### config.mk
export PLATFORM = sky130hd
export DESIGN_NAME = dice_game_ctrl
export DESIGN_NICKNAME = d
export VERILOG_FILES = /design/src/rtl/dice_game_ctrl.sv
export SDC_FILE = /design/constraint.sdc
export NUM_CORES = 1
export LEC_CHECK = 0
export ABC_CLOCK_PERIOD_IN_PS = 4200
export CAP_MARGIN = 5
export CORE_ASPECT_RATIO = 0.9
export CORE_MARGIN = 4
export CORE_UTILIZATION = 55
export CTS_CLUSTER_SIZE = 14
export DETAILED_ROUTE_END_ITERATION = 16
export DONT_BUFFER_PORTS = 1
export GPL_TIMING_DRIVEN = 0
export PLACE_DENSITY_LB_ADDON = 0.15
export SYNTH_ARGS = -nofsm -noshare
export SYNTH_HDL_FRONTEND = slang
export SYNTH_SLANG_ARGS = --single-unit
### constraint.sdc
create_clock -name clk -period 4.2 [get_ports clk]
set_input_delay 0.84 -clock clk [delete_from_list [all_inputs] [get_ports clk]]
set_output_delay 0.84 -clock clk [all_outputs]
set_load 0.005 [all_outputs]
### src/rtl/dice_game_ctrl.sv
// rtl/dice_game_ctrl.sv - two-dice game sequencing FSM with round/win/loss counters
// Optional feature macro DICE_STREAK_EN adds longest consecutive-win tracking on best_streak.
module dice_game_ctrl #(
  parameter int ROUNDS   = 7,
  parameter int CNT_BITS = 4,
  parameter int SETTLE   = 2
) (
  input  logic                clk,
  input  logic                r,
  input  logic                roll,
  input  logic [3:0]          die1,
  input  logic [3:0]          die2,
  output logic                rnd_step,
  output logic                busy,
  output logic                result_vld,
  output logic [1:0]          result,
  output logic [CNT_BITS-1:0] point,
  output logic [CNT_BITS-1:0] rounds,
  output logic [CNT_BITS-1:0] wins,
  output logic [CNT_BITS-1:0] losses,
  output logic                game_over,
  output logic [CNT_BITS-1:0] best_streak
);
  localparam int WW = (SETTLE > 1) ? $clog2(SETTLE) : 1;

  typedef enum logic [2:0] {S_COMEOUT, S_POINT, S_STEP, S_WAIT, S_EVAL, S_DONE} state_t;

  state_t              r_state, w_next;
  logic [WW-1:0]       r_wait;
  logic [CNT_BITS-1:0] r_point, r_rounds, r_wins, r_losses;
  logic [1:0]          r_result;
  logic                r_vld;
  logic [4:0]          w_sum;
  logic                w_illegal, w_win, w_lose, w_eval, w_last, w_wait_done;
  logic [CNT_BITS-1:0] w_rounds_inc;

  assign w_sum        = {1'b0, die1} + {1'b0, die2};
  assign w_illegal    = (die1 == 4'd0) || (die1 > 4'd6) || (die2 == 4'd0) || (die2 > 4'd6);
  assign w_eval       = (r_state == S_EVAL) && !w_illegal;
  assign w_rounds_inc = r_rounds + CNT_BITS'(1);
  assign w_last       = (w_rounds_inc == CNT_BITS'(ROUNDS));
  assign w_wait_done  = (r_wait == WW'(SETTLE - 1));

  // A point value of zero means the round is still in its come-out phase
  always_comb begin
    w_win  = 1'b0;
    w_lose = 1'b0;
    if (r_point == '0) begin
      w_win  = (w_sum == 5'd7) || (w_sum == 5'd11);
      w_lose = (w_sum == 5'd2) || (w_sum == 5'd3) || (w_sum == 5'd12);
    end else begin
      w_win  = (w_sum == 5'(r_point));
      w_lose = !w_win && (w_sum == 5'd7);
    end
  end

  always_comb begin
    w_next = r_state;
    case (r_state)
      S_COMEOUT, S_POINT: if (roll) w_next = S_STEP;
      S_STEP:             w_next = S_WAIT;
      S_WAIT:             if (w_wait_done) w_next = S_EVAL;
      S_EVAL: begin
        if (w_illegal)            w_next = S_STEP;
        else if (w_win || w_lose) w_next = w_last ? S_DONE : S_COMEOUT;
        else                      w_next = S_POINT;
      end
      S_DONE:             w_next = S_DONE;
      default:            w_next = S_COMEOUT;
    endcase
  end

  always_ff @(posedge clk) begin
    if (r) begin
      r_state <= S_COMEOUT;
      r_wait  <= '0;
    end else begin
      r_state <= w_next;
      r_wait  <= (r_state == S_WAIT && !w_wait_done) ? r_wait + WW'(1) : '0;
    end
  end

  always_ff @(posedge clk) begin
    if (r) begin
      r_vld    <= 1'b0;
      r_result <= 2'b00;
      r_point  <= '0;
      r_rounds <= '0;
      r_wins   <= '0;
      r_losses <= '0;
    end else begin
      r_vld <= 1'b0;
      if (w_eval) begin
        r_vld <= 1'b1;
        if (w_win || w_lose) begin
          r_result <= w_win ? 2'b01 : 2'b10;
          r_rounds <= w_rounds_inc;
          r_point  <= '0;
          if (w_win) r_wins   <= r_wins + CNT_BITS'(1);
          else       r_losses <= r_losses + CNT_BITS'(1);
        end else begin
          r_result <= 2'b11;
          if (r_point == '0) r_point <= CNT_BITS'(w_sum);
        end
      end
    end
  end

`ifdef DICE_STREAK_EN
  logic [CNT_BITS-1:0] r_cur, r_best, w_cur_inc;

  assign w_cur_inc = (r_cur == '1) ? r_cur : r_cur + CNT_BITS'(1);

  always_ff @(posedge clk) begin
    if (r) begin
      r_cur  <= '0;
      r_best <= '0;
    end else if (w_eval && w_win) begin
      r_cur <= w_cur_inc;
      if (w_cur_inc > r_best) r_best <= w_cur_inc;
    end else if (w_eval && w_lose) begin
      r_cur <= '0;
    end
  end

  assign best_streak = r_best;
`else
  assign best_streak = '0;
`endif

  assign rnd_step   = (r_state == S_STEP);
  assign busy       = (r_state == S_STEP) || (r_state == S_WAIT) || (r_state == S_EVAL);
  assign game_over  = (r_state == S_DONE);
  assign result_vld = r_vld;
  assign result     = r_result;
  assign point      = r_point;
  assign rounds     = r_rounds;
  assign wins       = r_wins;
  assign losses     = r_losses;
endmodule

==> results of run 1 <==
## metal layers
| metal | global-route usage | vias to the layer above | wire, um |
|---|---|---|---|
| met5 | 0 | - | 0 |
| met4 | 0.0182 | 0 | 0 |
| met3 | 0.0621 | 0 | 179 |
| met2 | 0.266 | 28 | 1330 |
| met1 | 0.209 | 535 | 1220 |
| li1 | - | 600 | - |
## worst max-delay path by stage
stage,start,to,slack (ns),depth (start not counted)
2_1_floorplan,die1[0],wins[3],0.88,9
3_3_place_gp,die1[0],wins[3],0.75,9
3_5_place_dp,die1[0],wins[3],0.70,9
4_1_cts,die1[0],wins[3],1.04,9
5_1_grt,die1[0],wins[2],0.92,9
6_report,die1[0],wins[3],1.03,9
## sequential cells by signal, indices dropped and copies added (netlist names)
signal	flops
wins	4
point	4
r_wait	1
losses	4
rounds	4
result_vld	1
result	2
r_state	3
## power by group
group / internal (mW) / switching (mW)
sequential: 0.221 / 0.000798
combinational: 0.0367 / 0.0483
clock: 0.0356 / 0.0651
total: 0.293 / 0.114
## cell families after synthesis
| group | share of synthesized area |
|---|---|
| xor+xnor | 0.0781 |
| simple gates | 0.288 |
| fa+ha+maj | 0.0833 |
| other cells | 0.00260 |
| flops | 0.319 |
| mux | 0.0217 |
| buf+inv | 0.0599 |
| compound gates | 0.147 |
## synthesized netlist by cell type, types with 2 or more instances
cell type | n | share of area
and2_1 | 3 | 0.013
o21ai_0 | 10 | 0.035
o22ai_1 | 2 | 0.0087
or4_1 | 2 | 0.010
nand2b_1 | 3 | 0.013
nor2b_1 | 2 | 0.0087
clkbuf_1 | 3 | 0.0078
buf_4 | 5 | 0.026
nor4_1 | 2 | 0.0087
ha_1 | 8 | 0.069
or2_2 | 2 | 0.0087
or3_1 | 4 | 0.017
nor2_1 | 23 | 0.060
mux2i_1 | 2 | 0.014
xnor2_1 | 2 | 0.012
dfxtp_1 | 23 | 0.32
a21oi_1 | 16 | 0.056
nand2_1 | 3 | 0.0078
nor3_1 | 7 | 0.024
inv_1 | 8 | 0.021
xor2_1 | 6 | 0.036
and3_1 | 4 | 0.017
nand3_1 | 8 | 0.028
## stage by stage
stage | worst slack [ns] | utilization | total power, mW
floorplan | 0.884 | - | 0.298
global placement | 0.750 | 0.598 | 0.309
detailed placement | 0.701 | 0.598 | 0.312
CTS | 1.04 | 0.609 | 0.412
global route | 0.918 | 0.609 | 0.432
finish | 1.03 | 0.609 | 0.408
## worst register-to-register path, cell delays in order (launching register included)
cell and delay, ns:
dfxtp_1 0.48, nor4_1 0.13, or4_4 0.56, nor4b_4 0.40
o21ai_2 0.18, or3_1 0.37, a21oi_1 0.13
## cell type report
type,instances,area [um2]
multi-input cells,133,906
clock inverters,1,5.00
flip-flops and latches,23,460
well taps,28,35.0
clock buffers,3,22.5
fillers,227,973
plain buffers,9,56.3
inverters,8,30.0
==> results.py, run 1 <==
metrics = {
    "outcome": {
        "outcome": "complete, no violations",
    },
    "floorplan": {
        "start_util": 0.579,
        "die_area_um2": 3500,
        "rows": 17,
        "ios": 37,
        "coreArea_um2": 2490,
        "die_w_um": 62.0,
        "die_h_um": 56.6,
    },
    "critical_path": {
        "crit_fanout": 7,
        "path_class": "in2reg",
        "reg2reg_slack_ns": 1.88,
        "crit_arrival_ns": 3.42,
        "critPathSlowestCell": "or4_4",
        "cp_cell_sequence": "ha_1, fa_1, xor2_2, xor2_1, or4_4, nor4b_4, o21ai_2, or3_1, a21oi_1",
        "crit_buf_inv": 0,
        "cp_top_family": "simple AND/OR/NAND/NOR gates",
        "ff2ff_path_depth": 6,
        "reg2reg_to": "wins[3]",
        "crit_path_start_kind": "input port",
        "reg2reg_from": "point[3]",
        "critPathMaxStageDelay_ns": 0.44,
        "cp-end-kind": "register",
        "cp_data_required_time_ns": 4.45,
    },
    "power": {
        "ir_drop_uv": 242,
        "p_leak_nw": 0.636,
        "pwr_density_cell_nw_per_um2": 269,
    },
    "sta": {
        "clock.fmax_mhz": 316,
        "fin_crit_sh": 0.755,
        "period_needed_ns": 3.17,
        "report.final.setup_viol": 0,
        "hold_viol_final": 0,
        "rsz0062_at_grt": "no",
        "final_max_slew_viol_count": 0,
        "fin_worst_skew_ns": 0.00410,
        "setup_tns_ns": 0,
        "hold_ws_ns": 0.523,
    },
    "place": {
        "dp.cells": 201,
        "io_buffers": 0,
        "hpwl_mm": 2.21,
        "place_congestion": 0.802,
        "place_area_um2": 1490,
    },
    "global_routing": {
        "grt_pass1_vias": 1048,
        "grt_max_degree": 14,
        "grt_pass1_wl_mm": 4.49,
        "track_usage": 0.164,
        "antenna_found_initial": 0,
        "overflow": 0,
    },
    "route": {
        "wire_per_inst_um": 13.3,
        "drtPass1Iterations": 4,
        "ant_nets": 0,
        "drc": 0,
        "vias": 1163,
        "drtIter0Drc": 41,
        "routed_wl_mm": 2.73,
        "vias_per_cell": 5.67,
    },
    "clocking": {
        "h-tree-depth": 1,
        "clkSinkCount": 23,
        "clock_path_buffers": 2,
        "cts_hold_buffers": 0,
        "clk_pin_slew_ns": 0.12,
        "cts_setup_buffers": 0,
        "cts_root_buffer": "clkbuf_4",
        "cts_resized": 0,
        "worstSkewPairLatency_ns": 0.31,
        "cts_tree": "yes",
        "numCtsBuffers": 3,
    },
    "logic_synthesis": {
        "ys_seq_area_frac": 0.319,
        "syn_area_per_cell_um2": 8.48,
        "ys.flop_type": "dfxtp_1",
        "ys.warnings.count": 0,
        "netlist_area_um2": 1440,
        "synth_cells": 170,
        "synth_edf_count": 0,
        "ys_ff_latch": 23,
        "async_reset_ff_frac": 0,
        "post_synth_num_cell_types": 45,
    },
    "final_layout": {
        "antenna_cells": 0,
        "final_cell_mix": "23 x nor2_1, 23 x dfxtp_1, 16 x a21oi_1",
        "drive_gt1_frac": 0.124,
        "layout.nets": 198,
        "area_growth_pct": 5.12,
        "fin_area_um2": 1520,
        "fin_cells": 205,
    },
    "min_path": {
        "min_from": "wins[3]",
        "hold_path_depth": 2,
        "hold_class": "reg2reg",
        "min_to": "wins[3]",
    },
    "job": {
        "maxCapViolCount": 0,
    },
}
(Power assumes the default switching activity.)
==> run 2, diff against run 1 <==
--- a/config.mk
+++ b/config.mk
@@ -5,7 +5,7 @@
 export SDC_FILE = /design/constraint.sdc
 export NUM_CORES = 1
 export LEC_CHECK = 0
-export ABC_CLOCK_PERIOD_IN_PS = 4200
+export ABC_CLOCK_PERIOD_IN_PS = 2900
 export CAP_MARGIN = 5
 export CORE_ASPECT_RATIO = 0.9
 export CORE_MARGIN = 4
==> constraint.sdc (replaced) <==
create_clock -name clk -period 2.9 [get_ports clk]
set_input_delay 0.58 -clock clk [delete_from_list [all_inputs] [get_ports clk]]
set_output_delay 0.58 -clock clk [all_outputs]
set_load 0.005 [all_outputs]
==> run 2 against run 1 <==
  * Clock skew up 0.0012 ns
  * Global-route usage grew 0.65 points
  * Critical path depth stayed put
  * Critical path type unchanged
  * Highest routed layer is now met4
==> results.py, run 2 (synthesized netlist as in run 1, its figures left out) <==
metrics = {
    "route": {
        "wire_per_inst_um": 13.8,
        "vias": 1187,
        "ant_nets": 0,
        "drc": 0,
        "drtPass1Iterations": 6,
        "drtIter0Drc": 68,
        "routed_wl_mm": 2.83,
        "vias_per_cell": 5.79,
    },
    "critical_path": {
        "path_class": "in2reg",
        "cp-end-kind": "register",
        "crit_fanout": 9,
        "ff2ff_path_depth": 7,
        "cp_data_required_time_ns": 3.14,
        "crit_arrival_ns": 2.96,
        "crit_path_start_kind": "input port",
    },
    "place": {
        "preCtsSetupSlack_ns": -0.135,
        "place_area_um2": 1510,
        "hpwl_mm": 2.25,
        "place_congestion": 0.768,
        "io_buffers": 0,
    },
    "clocking": {
        "worstSkewPairLatency_ns": 0.31,
        "clk_pin_slew_ns": 0.12,
        "clkSinkCount": 23,
        "cts_root_buffer": "clkbuf_4",
        "cts_setup_buffers": 0,
        "clock_path_buffers": 2,
        "cts_tree": "yes",
        "numCtsBuffers": 3,
        "cts_hold_buffers": 0,
        "cts_resized": 0,
        "h-tree-depth": 1,
    },
    "power": {
        "p_leak_nw": 0.637,
        "p_int_uw": 430,
        "p_switching_uw": 166,
        "pwr_density_cell_nw_per_um2": 386,
        "p_comb_frac": 0.221,
        "clockPowerShare": 0.239,
        "pwr-share-seq": 0.540,
        "ir_drop_uv": 423,
        "switching_share": 0.279,
    },
    "sta": {
        "clock.fmax_mhz": 368,
        "hold_viol_final": 0,
        "layout_setup_ws_ns": 0.182,
        "setup_tns_ns": 0,
        "fin_worst_skew_ns": 0.00525,
        "period_needed_ns": 2.72,
        "rsz0062_at_grt": "no",
        "final_max_slew_viol_count": 0,
        "fin_crit_sh": 0.937,
        "report.final.setup_viol": 0,
    },
    "outcome": {
        "outcome": "complete, no violations",
    },
    "final_layout": {
        "area_growth_pct": 6.94,
        "antenna_cells": 0,
        "fin_area_um2": 1540,
        "n_fill_cell": 236,
        "multi_input_area_um2": 932,
        "drive_gt1_frac": 0.136,
        "final_cell_mix": "23 x nor2_1, 23 x dfxtp_1, 16 x a21oi_1",
        "seq_area_um2": 460,
        "layout.nets": 198,
    },
    "global_routing": {
        "grt_pass1_wl_mm": 4.64,
        "antenna_found_initial": 0,
        "track_usage": 0.170,
        "overflow": 0,
        "grt_pass1_vias": 1079,
        "grt_max_degree": 14,
    },
    "floorplan": {
        "start_util": 0.579,
        "die_w_um": 62.0,
        "die_h_um": 56.6,
        "rows": 17,
        "ios": 37,
        "coreArea_um2": 2490,
        "die_area_um2": 3500,
    },
    "min_path": {
        "hold_path_depth": 2,
        "hold_class": "reg2reg",
    },
    "job": {
        "maxCapViolCount": 0,
    },
}
==> run 2: area by class of cell <==
type                            count  share of cell area
Clock inverter                      1             0.00325
Inverter                            8              0.0195
Tap cell                           28              0.0227
Sequential cell                    23               0.299
Clock buffer                        3              0.0146
Multi-Input combinational cell    133               0.605
Buffer                              9              0.0365
==> run 2: power groups by stage <==
| stage | clock network, mW | registers, mW | logic (mW) |
|---|---|---|---|
| floorplan | 0 | 0.328 | 0.110 |
| global placement | 0 | 0.329 | 0.125 |
| detailed placement | 0 | 0.329 | 0.131 |
| CTS | 0.148 | 0.322 | 0.132 |
| global route | 0.165 | 0.322 | 0.147 |
| finish | 0.142 | 0.322 | 0.131 |
==> run 2: final timing paths <==
kind | start | end | slack, ns
setup / recovery | die1[0] | rounds[2] | 0.18
hold / removal | wins[3] | wins[3] | 0.52
setup reg to reg | point[2] | point[1] | 0.59
hold reg to reg | wins[3] | wins[3] | 0.52
==> run 2: critical path, cell delays in order <==
cell and delay (ns):
ha_4 0.15, fa_2 0.41, xor2_4 0.22, xor2_1 0.16, or4_4 0.44, nor4b_4 0.35
o31ai_4 0.14, or3_1 0.34, a21oi_1 0.16
==> run 2: routing by layer <==
metal | routed length, um | global-route usage | up-vias
met5 | 0 | 0 | -
met4 | 12 | 0.0273 | 0
met3 | 209 | 0.0552 | 2
met2 | 1400 | 0.277 | 31
met1 | 1200 | 0.220 | 554
li1 | - | - | 600
==> run 2: metrics by stage <==
stage | util | hold slack (ns) | power (mW) | cells
after floorplan | - | 0.474 | 0.438 | 173
after global placement | 0.608 | 0.491 | 0.454 | 201
after detailed placement | 0.608 | 0.513 | 0.460 | 201
after CTS | 0.619 | 0.529 | 0.601 | 205
after global routing | 0.619 | 0.514 | 0.635 | 205
final | 0.619 | 0.524 | 0.596 | 205
